File: src/rtl/gt_rst_pkg.sv
`timescale 1ns/1ps
`default_nettype none
// ============================================================================
// Module   : gt_rst_pkg
// Brief    : Shared types and helpers for the GT reset sequencer.
// Revision : 1.0
// ============================================================================
package gt_rst_pkg;

    typedef enum logic [2:0] {
        RESET_PLL   = 3'd0,
        WAIT_LOCK   = 3'd1,
        WAIT_ACTIVE = 3'd2,
        DP_RESET    = 3'd3,
        DONE        = 3'd4,
        RETRY       = 3'd5,
        FAILED      = 3'd6
    } seq_state_t;

    typedef struct packed {
        logic pll_rst;
        logic clr;
        logic dp_rst;
        logic done;
    } rst_outs_t;

    localparam logic [3:0] c_retry_sat = 4'hF;

    // Counter must hold the largest terminal count of any timed state.
    function automatic int cnt_width(input int a, input int b, input int c, input int d);
        int m;
        m = a;
        if (b > m) m = b;
        if (c > m) m = c;
        if (d > m) m = d;
        return $clog2(m) + 1;
    endfunction

    // RETRY holds every reset asserted: it always leads back into RESET_PLL or FAILED.
    function automatic rst_outs_t state_outs(input seq_state_t s);
        rst_outs_t o;
        case (s)
            WAIT_LOCK:   o = '{pll_rst: 1'b0, clr: 1'b1, dp_rst: 1'b1, done: 1'b0};
            WAIT_ACTIVE: o = '{pll_rst: 1'b0, clr: 1'b0, dp_rst: 1'b1, done: 1'b0};
            DP_RESET:    o = '{pll_rst: 1'b0, clr: 1'b0, dp_rst: 1'b1, done: 1'b0};
            DONE:        o = '{pll_rst: 1'b0, clr: 1'b0, dp_rst: 1'b0, done: 1'b1};
            default:     o = '{pll_rst: 1'b1, clr: 1'b1, dp_rst: 1'b1, done: 1'b0};
        endcase
        return o;
    endfunction

    function automatic logic [3:0] retry_inc(input logic [3:0] r);
        return (r == c_retry_sat) ? r : r + 4'd1;
    endfunction

endpackage
`default_nettype wire

File: src/rtl/gt_reset_sequencer_bit_sync.sv
`timescale 1ns/1ps
`default_nettype none
// ============================================================================
// Module   : bit_synchronizer
// Brief    : Two-flop synchronizer for a single asynchronous level, resets to 0.
// Revision : 1.0
// ============================================================================
module bit_synchronizer (
    input  logic clk,
    input  logic rst_n,
    input  logic i_async,
    output logic o_sync
);

    (* ASYNC_REG = "TRUE" *) logic r_meta;
    (* ASYNC_REG = "TRUE" *) logic r_sync;

    always_ff @(posedge clk or negedge rst_n) begin
        if (!rst_n) begin
            r_meta <= 1'b0;
            r_sync <= 1'b0;
        end else begin
            r_meta <= i_async;
            r_sync <= r_meta;
        end
    end

    assign o_sync = r_sync;

endmodule
`default_nettype wire

File: src/rtl/gt_reset_sequencer.sv
`timescale 1ns/1ps
`default_nettype none
// ============================================================================
// Module   : gt_reset_sequencer
// Brief    : Init-clock reset sequencer for GT PLL, BUFG_GT clear and datapath.
// Revision : 1.0
// ============================================================================
module gt_reset_sequencer
    import gt_rst_pkg::*;
#(
    parameter int CLR_CYCLES     = 16,
    parameter int LOCK_TIMEOUT   = 65536,
    parameter int ACTIVE_TIMEOUT = 1024,
    parameter int DP_RST_CYCLES  = 32,
    parameter int MAX_RETRIES    = 3
) (
    input  logic       clk,
    input  logic       rst_n,
    input  logic       start,
    input  logic       pll_lock_async,
    input  logic       usrclk_active_async,
    output logic       gt_pll_rst,
    output logic       bufg_clr,
    output logic       datapath_rst,
    output logic       reset_done,
    output logic       seq_error,
    output logic [3:0] retry_count
);

    localparam int CW = cnt_width(CLR_CYCLES, LOCK_TIMEOUT, ACTIVE_TIMEOUT, DP_RST_CYCLES);

    localparam logic [CW-1:0] c_clr_last    = CW'(CLR_CYCLES - 1);
    localparam logic [CW-1:0] c_lock_last   = CW'(LOCK_TIMEOUT - 1);
    localparam logic [CW-1:0] c_active_last = CW'(ACTIVE_TIMEOUT - 1);
    localparam logic [CW-1:0] c_dp_last     = CW'(DP_RST_CYCLES - 1);
    localparam logic [3:0]    c_max_retries = 4'(MAX_RETRIES);

    logic          w_lock_s;
    logic          w_active_s;
    logic          w_link_ok;
    logic          w_restart;
    logic          w_counting;
    logic [3:0]    w_retry_inc;
    seq_state_t    w_next;
    logic [3:0]    w_retry_next;
    logic          w_err_next;

    seq_state_t    r_state;
    logic [CW-1:0] r_cnt;
    logic [3:0]    r_retry;
    logic          r_err;
    rst_outs_t     r_outs;

    bit_synchronizer u_sync_lock (
        .clk     (clk),
        .rst_n   (rst_n),
        .i_async (pll_lock_async),
        .o_sync  (w_lock_s)
    );

    bit_synchronizer u_sync_active (
        .clk     (clk),
        .rst_n   (rst_n),
        .i_async (usrclk_active_async),
        .o_sync  (w_active_s)
    );

    assign w_link_ok   = w_lock_s & w_active_s;
    assign w_retry_inc = retry_inc(r_retry);

    // Within each state, success checks precede timeout checks so a late
    // arrival on the terminal count still advances the sequence.
    always_comb begin
        w_next       = r_state;
        w_retry_next = r_retry;
        w_err_next   = r_err;
        if (start) begin
            w_next       = RESET_PLL;
            w_retry_next = 4'd0;
            w_err_next   = 1'b0;
        end else begin
            case (r_state)
                RESET_PLL: begin
                    if (r_cnt == c_clr_last) w_next = WAIT_LOCK;
                end
                WAIT_LOCK: begin
                    if (w_lock_s)                  w_next = WAIT_ACTIVE;
                    else if (r_cnt == c_lock_last) w_next = RETRY;
                end
                WAIT_ACTIVE: begin
                    if (!w_lock_s)                   w_next = RETRY;
                    else if (w_active_s)             w_next = DP_RESET;
                    else if (r_cnt == c_active_last) w_next = RETRY;
                end
                DP_RESET: begin
                    if (!w_link_ok) begin
                        w_next       = RESET_PLL;
                        w_retry_next = w_retry_inc;
                    end else if (r_cnt == c_dp_last) begin
                        w_next = DONE;
                    end
                end
                DONE: begin
                    if (!w_link_ok) begin
                        w_next       = RESET_PLL;
                        w_retry_next = 4'd0;
                    end
                end
                RETRY: begin
                    w_retry_next = w_retry_inc;
                    // >= also covers counts already raised by DP_RESET link drops.
                    if (w_retry_inc >= c_max_retries) begin
                        w_next     = FAILED;
                        w_err_next = 1'b1;
                    end else begin
                        w_next = RESET_PLL;
                    end
                end
                FAILED: begin
                    w_next = FAILED;
                end
                default: begin
                    w_next = RESET_PLL;
                end
            endcase
        end
    end

    assign w_restart  = start | (w_next != r_state);
    assign w_counting = (r_state == RESET_PLL) | (r_state == WAIT_LOCK) |
                        (r_state == WAIT_ACTIVE) | (r_state == DP_RESET);

    always_ff @(posedge clk or negedge rst_n) begin
        if (!rst_n) begin
            r_state <= RESET_PLL;
            r_cnt   <= '0;
            r_retry <= 4'd0;
            r_err   <= 1'b0;
            r_outs  <= state_outs(RESET_PLL);
        end else begin
            r_state <= w_next;
            r_retry <= w_retry_next;
            r_err   <= w_err_next;
            r_outs  <= state_outs(w_next);
            if (w_restart) begin
                r_cnt <= '0;
            end else if (w_counting) begin
                r_cnt <= r_cnt + 1'b1;
            end
        end
    end

    assign gt_pll_rst   = r_outs.pll_rst;
    assign bufg_clr     = r_outs.clr;
    assign datapath_rst = r_outs.dp_rst;
    assign reset_done   = r_outs.done;
    assign seq_error    = r_err;
    assign retry_count  = r_retry;

endmodule
`default_nettype wire
File: config.mk
export PLATFORM = sky130hd
export DESIGN_NAME = gt_reset_sequencer
export DESIGN_NICKNAME = d
export VERILOG_FILES = /design/src/rtl/gt_rst_pkg.sv /design/src/rtl/gt_reset_sequencer_bit_sync.sv /design/src/rtl/gt_reset_sequencer.sv
export SDC_FILE = /design/constraint.sdc
export NUM_CORES = 1
export LEC_CHECK = 0
export CAP_MARGIN = 0
export CORE_MARGIN = 8
export CORE_UTILIZATION = 45
export CTS_BUF_LIST = sky130_fd_sc_hd__clkbuf_4 sky130_fd_sc_hd__clkbuf_8
export DETAILED_ROUTE_END_ITERATION = 16
export DONT_BUFFER_PORTS = 1
export PLACE_DENSITY = 0.59
export SYNTH_ARGS = -nofsm -noshare
export SYNTH_HDL_FRONTEND = slang
export SYNTH_SLANG_ARGS = --single-unit
File: constraint.sdc
create_clock -name clk -period 4 [get_ports clk]
set_input_delay 0.2 -clock clk [delete_from_list [all_inputs] [get_ports clk]]
set_output_delay 0.2 -clock clk [all_outputs]
set_load 0.05 [all_outputs]
==> out/qor.json, run 1 <==
{
  "run_status": {
    "status": "finished clean"
  },
  "flow_run": {
    "max-cap-violations": 0
  },
  "setup_path": {
    "cp-start-kind": "flop",
    "path_cells": "ha_1 > a21bo_2 > a2111o_1 > a21oi_1 > and3_1 > a221o_2 > nor3_1",
    "critPathTopFamily": "compound AO/OA/AOI/OAI gates",
    "critical-path-max-stage-delay_ns": 0.73,
    "crit_slowest_cell": "sky130_fd_sc_hd__dfrtp_1",
    "worst-r2r-setup-slack_ns": 1.16,
    "crit_path_end_kind": "flop",
    "cp_data_required_time_ns": 4.15,
    "worstPathMaxFanout": 16,
    "timing.critical_path.buf_inv": 0,
    "timing.critical_path.arrival_ns": 2.98,
    "worstSetupPathType": "reg2reg"
  },
  "layout": {
    "nets": 202,
    "finalInstanceArea_mm2": 0.00209,
    "fillers": 365,
    "drive_gt1_share_pct": 17.9,
    "insertedDiodeCount": 0,
    "synthToLayoutAreaGrowth_pct": 10.6
  },
  "clock_tree": {
    "worst_skew_pair.late_latency_ns": 0.28,
    "worst_setup_hold_path_clk_slew_ns": 0.07,
    "htree_num_levels": 2,
    "postCtsResizedCells": 0,
    "clk_root_buffer_cell": "sky130_fd_sc_hd__clkbuf_8",
    "cts_max_path_buffers": 2,
    "cts.sink_count": 33,
    "cts_inserted_buffers": 5,
    "cts_tree": "built"
  },
  "timing": {
    "totalNegativeSetupSlack_ns": 0,
    "layout_worst_path_cycle_share_pct": 70.9,
    "timing.final.setup_violations": 0,
    "post-route-min-period_ns": 2.84,
    "hold_viol_final": 0,
    "rsz_0062_raised_after_global_routing": "false",
    "upper_clock_frequency_limit_ghz": 0.352,
    "finalClockSkew_ns": 0.00344,
    "max_slew.worst_pin.slew_ns": 0.675,
    "timing.hold.ws_ns": 0.0686,
    "final-max-slew-violation-count": 0,
    "slew_hr_pct": 55.0
  },
  "grt": {
    "grt_start_max_net_pins": 34,
    "global_route.overflow_total": 0,
    "grt_antenna_before_repair": 0,
    "grt_first_pass_wirelength_um": 6730,
    "track_usage_pct": 13.1,
    "first_global_vias": 1379
  },
  "power_and_ir_drop": {
    "switching_share_pct": 20.8,
    "irDropWorstVdd_uv": 182,
    "internal_power_mw": 0.542,
    "power_switching_mw": 0.142,
    "power_frac_comb_pct": 4.6,
    "share_seq_of_total_power_pct": 50.3,
    "static-leakage-power_nw": 0.862,
    "power_frac_clock_pct": 45.2,
    "total_power_divided_by_cell_area_mw_per_mm2": 328
  },
  "drt": {
    "drtAntennaViolNets": 0,
    "viasPerCell": 5.83,
    "route.vias.total": 1429,
    "starting_drt_drc_count": 124,
    "drt_wl_total_um": 3910,
    "remaining_drc_errors": 0,
    "drt-pass1-iter-count": 4,
    "routed_wire_length_per_instance_um": 15.9
  },
  "yosys": {
    "number_of_synthesized_flops_with_an_enable_pin": 0,
    "synth.lib_cells_used.distinct": 53,
    "synth.most_common_cell": "sky130_fd_sc_hd__dfrtp_1",
    "synth_largest_type_area_fraction_pct": 39.8,
    "synth_area_leader_cell": "sky130_fd_sc_hd__dfrtp_1",
    "yosys-top-cells-count": "sky130_fd_sc_hd__dfrtp_1, sky130_fd_sc_hd__nor2_1, sky130_fd_sc_hd__nand2_1",
    "number_of_synthesized_register_bits": 33,
    "synth-seq-area-share_pct": 44.0,
    "synth.cell_area_mm2": 0.00189,
    "synth_top_cells_by_area": "sky130_fd_sc_hd__dfrtp_1, sky130_fd_sc_hd__nor3_2, sky130_fd_sc_hd__dfstp_2",
    "yosys_most_used_dff": "sky130_fd_sc_hd__dfrtp_1",
    "synth_cells": 188,
    "yosysWarningCount": 0,
    "async_set_or_reset_flop_fraction_in_the_synthesized_netlist_pct": 100,
    "mappedNetlistNets": 196,
    "post_synth.cell_area_avg_um2": 10.0
  },
  "floorplanning": {
    "initial_utilization_pct": 46.8,
    "core_area_mm2": 0.00403,
    "row_count": 23,
    "die_height_um": 80.8,
    "boundaryPins": 14,
    "die-area_mm2": 0.00652,
    "die_width_um": 80.8
  },
  "placed_design": {
    "buffer_ports.inserted": 0,
    "detailedPlacementHpwl_um": 2700,
    "postPlaceCellArea_mm2": 0.00192,
    "gpl.final_weighted_congestion": 0.857
  },
  "min_path": {
    "hold_path_class": "in2reg"
  }
}
[flip-flops by register name (all words and copies together), names as in the netlist]
| name | flops |
|---|---|
| r_state | 3 |
| u_sync_active.r_meta | 1 |
| u_sync_active.o_sync | 1 |
| r_cnt | 17 |
| retry_count | 4 |
| u_sync_lock.o_sync | 1 |
| gt_pll_rst | 1 |
| seq_error | 1 |
| bufg_clr | 1 |
| reset_done | 1 |
| datapath_rst | 1 |
| u_sync_lock.r_meta | 1 |
[logic make-up (layout without fill, tap and decap cells)]
group | Yosys count | after routing | synth area share (%)
flip-flops | 33 | 33 | 44.0
AO/OA/AOI/OAI | 34 | 34 | 13.8
adder cells (fa/ha/maj) | 3 | 3 | 1.99
buffers and inverters | 11 | 18 | 2.98
AND/OR/NAND/NOR | 90 | 90 | 28.9
multiplexers | 3 | 3 | 1.86
XOR/XNOR | 14 | 14 | 6.50
[metrics by stage]
stage	util [%]	total power, mW	setup WS, ns	std cells
2_1_floorplan	-	0.366	1.50	188
3_3_place_gp	47.5	0.370	1.27	232
3_5_place_dp	47.5	0.370	1.16	232
4_1_cts	51.8	0.696	1.15	245
5_1_grt	51.8	0.715	0.946	245
6_report	51.8	0.684	1.16	245
[layout by cell type, fill, tap and decap left out, types with 4 or more instances in the layout]
master and instances:
sky130_fd_sc_hd__xnor2_1 6, sky130_fd_sc_hd__dlygate4sd3_1 4, sky130_fd_sc_hd__nor3_2 8, sky130_fd_sc_hd__nor3_1 12, sky130_fd_sc_hd__clkbuf_8 5, sky130_fd_sc_hd__nand3_1 7
sky130_fd_sc_hd__a21oi_1 4, sky130_fd_sc_hd__nor4_1 4, sky130_fd_sc_hd__inv_1 4, sky130_fd_sc_hd__o21ai_0 4, sky130_fd_sc_hd__nand2_1 13, sky130_fd_sc_hd__nor2b_1 7
sky130_fd_sc_hd__xor2_1 8, sky130_fd_sc_hd__a31oi_1 5, sky130_fd_sc_hd__nor2_1 18, sky130_fd_sc_hd__dfrtp_1 30
[cell type report]
| class | count | area [um2] | share of cell area, % |
|---|---|---|---|
| Clock buffer | 6 | 76.3 | 3.66 |
| Clock inverter | 2 | 35.0 | 1.68 |
| Inverter | 4 | 15.0 | 0.719 |
| Multi-Input combinational cell | 144 | 1000 | 48.0 |
| Sequential cell | 33 | 830 | 39.7 |
| Tap cell | 50 | 62.6 | 3.00 |
| Timing Repair Buffer | 6 | 67.6 | 3.24 |
[what timing repair did]
| item | 4_1_cts | 5_1_grt |
|---|---|---|
| buffers inserted | 0 | 0 |
| hold buffers | 5 | 0 |
| hold endpoints to repair | 36 | 0 |
[worst paths after layout]
kind                                    start                  to  cells past startpoint
setup / recovery               retry_count[0]           r_cnt[12]                      7
setup reg to reg               retry_count[0]           r_cnt[12]                      7
hold / removal                          start          gt_pll_rst                      2
max in group asynchronous               rst_n        datapath_rst                      2
hold reg to reg            u_sync_lock.r_meta  u_sync_lock.o_sync                      0
min in group asynchronous               rst_n          r_state[2]                      2
[power by group through the flow]
stage	logic (mW)	registers, mW	clock network (mW)
floorplan	0.0177	0.349	0
global placement	0.0194	0.350	0
detailed placement	0.0197	0.350	0
CTS	0.0321	0.344	0.320
global route	0.0352	0.344	0.336
finish	0.0312	0.344	0.309
[metal layers]
layer	GRT usage [%]	wire length (um)
met5	0	0
met3	3.97	222
met4	4.29	36
met1	17.3	1860
met2	20.1	1790
Note: power is estimated with default switching activity, not from simulation.
==> run 2, diff against run 1 <==
- ABC_AREA: not set -> 1
- clock period: 4 -> 2.95 ns (I/O delays scaled with it)
==> run 2 against run 1 <==
Routed wire length decreased by 1.5%; design area grew 6.1%; flip-flop and latch count is the same; highest routed layer unchanged.
==> out/qor.json, run 2 <==
{
  "min_path": {
    "holdCritStartpoint": "start",
    "whs_path_depth": {"value": 3, "change": "+1"},
    "hold_path_class": "in2reg",
    "worst_hold_path.endpoint": "retry_count[2]"
  },
  "setup_path": {
    "cp-start-kind": "flop",
    "crit_slowest_cell": "sky130_fd_sc_hd__dfrtp_1",
    "timing.critical_path.buf_inv": {"value": 0, "change": "unchanged"},
    "critPathTopFamily": "simple AND/OR/NAND/NOR gates",
    "worst-r2r-setup-slack": {"value": 0.61, "unit": "ns", "change": "-0.55 ns"},
    "path_cells": "ha_1 > nand2_1 > nor2_1 > nand2_1 > nor3_1 > ha_1 > nand3_1 > a21boi_1 > nand2_2 > nand2_2 > nand2_2 > nand3_4 > nor2_1",
    "worstPathMaxFanout": {"value": 17, "change": "+1"},
    "critical-path-max-stage-delay": {"value": 0.38, "unit": "ns", "change": "-0.35 ns"},
    "r2r_cell_count": {"value": 13, "change": "+6"},
    "worst_r2r_endpoint": "r_cnt[11]",
    "crit_top_cell": "sky130_fd_sc_hd__nand2_2",
    "timing.critical_path.arrival": {"value": 2.55, "unit": "ns", "change": "-0.43 ns"},
    "crit_path_end_kind": "flop",
    "worst_r2r_startpoint": "r_cnt[0]",
    "cp_data_required_time": {"value": 3.16, "unit": "ns", "change": "-0.99 ns"},
    "worstSetupPathType": "reg2reg"
  },
  "drt": {
    "starting_drt_drc_count": {"value": 71, "change": "-43%"},
    "drt_wl_total": {"value": 3850, "unit": "um", "change": "-1.5%"},
    "drt-pass1-iter-count": {"value": 4, "change": "unchanged"},
    "remaining_drc_errors": {"value": 0, "change": "unchanged"},
    "routed_wire_length_per_instance": {"value": 12.3, "unit": "um", "change": "-23%"},
    "route.vias.total": {"value": 1552, "change": "+8.6%"},
    "viasPerCell": {"value": 4.97, "change": "-15%"},
    "drtAntennaViolNets": {"value": 0, "change": "unchanged"}
  },
  "floorplanning": {
    "die_width": {"value": 82.0, "unit": "um", "change": "+1.6%"},
    "die-area": {"value": 0.00672, "unit": "mm2", "change": "+3.1%"},
    "die_height": {"value": 82.0, "unit": "um", "change": "+1.6%"},
    "initial_utilization": {"value": 46.0, "unit": "%", "change": "-0.85 points"},
    "row_count": {"value": 24, "change": "+4.3%"},
    "core_area": {"value": 0.00426, "unit": "mm2", "change": "+5.8%"},
    "boundaryPins": {"value": 14, "change": "unchanged"}
  },
  "grt": {
    "grt_start_max_net_pins": {"value": 34, "change": "unchanged"},
    "grt_antenna_before_repair": {"value": 0, "change": "unchanged"},
    "global_route.overflow_total": {"value": 0, "change": "unchanged"},
    "first_global_vias": {"value": 1593, "change": "+16%"},
    "track_usage": {"value": 13.4, "unit": "%", "change": "+0.24 points"},
    "grt_first_pass_wirelength": {"value": 6910, "unit": "um", "change": "+2.8%"}
  },
  "timing": {
    "slew_hr": {"value": 67.0, "unit": "%", "change": "+12 points"},
    "upper_clock_frequency_limit": {"value": 0.427, "unit": "GHz", "change": "+21%"},
    "layout_worst_path_cycle_share": {"value": 79.3, "unit": "%", "change": "+8.4 points"},
    "max_slew.worst_pin.slew": {"value": 0.494, "unit": "ns", "change": "-0.180 ns"},
    "hold_viol_final": {"value": 0, "change": "unchanged"},
    "timing.final.setup_violations": {"value": 0, "change": "unchanged"},
    "final-max-slew-violation-count": {"value": 0, "change": "unchanged"},
    "finalClockSkew": {"value": 0.00687, "unit": "ns", "change": "+0.00342 ns"},
    "final_critical_path_setup_slack": {"value": 0.610, "unit": "ns", "change": "-0.553 ns"},
    "rsz_0062_raised_after_global_routing": "false",
    "totalNegativeSetupSlack": {"value": 0, "unit": "ns", "change": "unchanged"},
    "post-route-min-period": {"value": 2.34, "unit": "ns", "change": "-0.497 ns"}
  },
  "layout": {
    "nets": {"value": 267, "change": "+32%"},
    "max_flop_register": "r_cnt",
    "max_ffs_per_register": {"value": 17, "change": "unchanged"},
    "drive_gt1_share": {"value": 20.4, "unit": "%", "change": "+2.4 points"},
    "finish.utilization": {"value": 51.9, "unit": "%", "change": "+0.11 points"},
    "insertedDiodeCount": {"value": 0, "change": "unchanged"},
    "layout_commonest_cell": "sky130_fd_sc_hd__nand2_1",
    "layout.cells.most_common_list": "sky130_fd_sc_hd__nand2_1, sky130_fd_sc_hd__nor2_1, sky130_fd_sc_hd__inv_1, sky130_fd_sc_hd__dfrtp_1, sky130_fd_sc_hd__nand3_1",
    "synthToLayoutAreaGrowth_pct": 12.9,
    "finalInstanceArea": {"value": 0.00221, "unit": "mm2", "change": "+6.1%"}
  },
  "clock_tree": {
    "worst_setup_hold_path_clk_slew": {"value": 0.07, "unit": "ns", "change": "about the same"},
    "htree_num_levels": {"value": 2, "change": "unchanged"},
    "clk_root_buffer_cell": "sky130_fd_sc_hd__clkbuf_8",
    "cts_inserted_buffers": {"value": 5, "change": "unchanged"},
    "cts_max_path_buffers": {"value": 2, "change": "unchanged"},
    "worst_skew_pair.late_latency": {"value": 0.29, "unit": "ns", "change": "about the same"},
    "cts_tree": "built",
    "cts.sink_count": {"value": 33, "change": "unchanged"}
  },
  "yosys": {
    "synth_largest_type_area_fraction": {"value": 38.3, "unit": "%", "change": "-1.5 points"},
    "yosys-top-cells-count": "sky130_fd_sc_hd__nand2_1, sky130_fd_sc_hd__nor2_1, sky130_fd_sc_hd__dfrtp_1, sky130_fd_sc_hd__inv_1, sky130_fd_sc_hd__nand3_1",
    "synth.lib_cells_used.distinct": {"value": 30, "change": "-43%"},
    "yosysWarningCount": {"value": 0, "change": "unchanged"},
    "synth_area_leader_cell": "sky130_fd_sc_hd__dfrtp_1",
    "number_of_synthesized_flops_with_an_enable_pin": {"value": 0, "change": "unchanged"},
    "post_synth_fa_ha_maj_area_fraction": {"value": 1.91, "unit": "%", "change": "-0.075 points"},
    "synth-compound-area-share": {"value": 4.34, "unit": "%", "change": "-9.5 points"},
    "async_set_or_reset_flop_fraction_in_the_synthesized_netlist": {"value": 100, "unit": "%", "change": "unchanged"},
    "synth_top_cells_by_area": "sky130_fd_sc_hd__dfrtp_1, sky130_fd_sc_hd__nand2_1, sky130_fd_sc_hd__nor2_1",
    "synth.most_common_cell": "sky130_fd_sc_hd__nand2_1",
    "synthSimpleGateAreaFrac": {"value": 37.1, "unit": "%", "change": "+8.2 points"},
    "synth_top_family_by_area": "simple AND/OR/NAND/NOR gates",
    "post_synth.cell_area_avg": {"value": 8.04, "unit": "um2", "change": "-20%"},
    "synth_cells": {"value": 244, "change": "+30%"},
    "number_of_synthesized_register_bits": {"value": 33, "change": "unchanged"},
    "mappedNetlistNets": {"value": 252, "change": "+29%"},
    "synth.cell_area": {"value": 0.00196, "unit": "mm2", "change": "+3.9%"},
    "yosys_most_used_dff": "sky130_fd_sc_hd__dfrtp_1",
    "synth.mux.area_fraction": {"value": 0.511, "unit": "%", "change": "-1.3 points"},
    "synth-seq-area-share": {"value": 42.3, "unit": "%", "change": "-1.7 points"},
    "post_synth_xor_xnor_area": {"value": 5.81, "unit": "%", "change": "-0.69 points"}
  },
  "power_and_ir_drop": {
    "irDropWorstVdd": {"value": 282, "unit": "uV", "change": "+55%"},
    "static-leakage-power": {"value": 1.02, "unit": "nW", "change": "+18%"},
    "total_power_divided_by_cell_area": {"value": 423, "unit": "mW/mm2", "change": "+29%"}
  },
  "placed_design": {
    "buffer_ports.inserted": {"value": 0, "change": "unchanged"},
    "gpl.final_weighted_congestion": {"value": 0.953, "change": "+11%"},
    "dp_slack": {"value": 0.558, "unit": "ns", "change": "-0.605 ns"},
    "postPlaceCellArea": {"value": 0.00204, "unit": "mm2", "change": "+6.4%"},
    "detailedPlacementHpwl": {"value": 2830, "unit": "um", "change": "+4.8%"}
  },
  "run_status": {
    "status": "finished clean"
  },
  "flow_run": {
    "max-cap-violations": {"value": 0, "change": "unchanged"}
  }
}
[run 2: cell types whose count changed after synthesis, sizes merged, moves of 4 or more]
cell	delta
nor3	-13
a31oi	-5
clkbuf	-4
nand3	+14
nor4	-4
nand2	+45
inv	+31
nor2	+31
nor2b	-7
[run 2: through the flow]
step	hold WS (ns)	total power [mW]	cells
CTS	0.0748	0.950	312
floorplan	-0.148	0.499	244
global placement	-0.147	0.501	299
detailed placement	-0.147	0.501	299
finish	0.0810	0.937	312
global route	0.0941	0.980	312
[run 2: power by group]
part           switching (mW)  internal (mW)
Sequential            0.00435          0.458
Clock                   0.176          0.253
Combinational          0.0291         0.0157
Total                   0.210          0.727
[run 2: worst register-to-register path: stages (launching register included)]
cell                       delay [ns]
sky130_fd_sc_hd__dfrtp_1         0.38
sky130_fd_sc_hd__ha_1            0.20
sky130_fd_sc_hd__nand2_1         0.08
sky130_fd_sc_hd__nor2_1          0.15
sky130_fd_sc_hd__nand2_1         0.10
sky130_fd_sc_hd__nor3_1          0.19
sky130_fd_sc_hd__ha_1            0.17
sky130_fd_sc_hd__nand3_1         0.07
sky130_fd_sc_hd__a21boi_1        0.15
sky130_fd_sc_hd__nand2_2         0.09
sky130_fd_sc_hd__nand2_2         0.07
sky130_fd_sc_hd__nand2_2         0.09
sky130_fd_sc_hd__nand3_4         0.31
sky130_fd_sc_hd__nor2_1          0.23
[run 2: worst max path at each step]
stage / from / end / cells past startpoint
floorplan: retry_count[1] / r_cnt[13] / 15
global placement: r_cnt[0] / r_cnt[12] / 13
detailed placement: r_cnt[0] / r_cnt[11] / 13
CTS: r_cnt[0] / r_cnt[11] / 13
global route: r_cnt[0] / r_cnt[11] / 13
finish: r_cnt[0] / r_cnt[11] / 13
[run 2: layer usage]
metal | part of all wire (%) | track usage [%] | wire, um
met3 | 4.0 | 4.05 | 153
met4 | 2.0 | 5.61 | 77
met5 | 0 | 0 | 0
met1 | 45 | 15.7 | 1740
met2 | 49 | 22.2 | 1880
[run 2: timing repair]
item / in CTS / in global routing
hold buffers: 5 / 0
endpoints found under the hold margin: 36 / 0
buffers inserted: 0 / 0
gates resized for setup: 0 / 0
[run 2: final cells by class]
type	instances	area (um2)
inverters	35	131
fillers	424	2050
repair buffers	10	97.6
flip-flops and latches	33	830
multi-input cells	174	975
well taps	52	65.1
clock buffers	5	68.8
clock inverters	3	46.3
[run 2: cell families after synthesis]
family	count (synthesis)
simple gates	143
xor+xnor	13
fa+ha+maj	3
mux	1
compound gates	14
buf+inv	37
flops	33
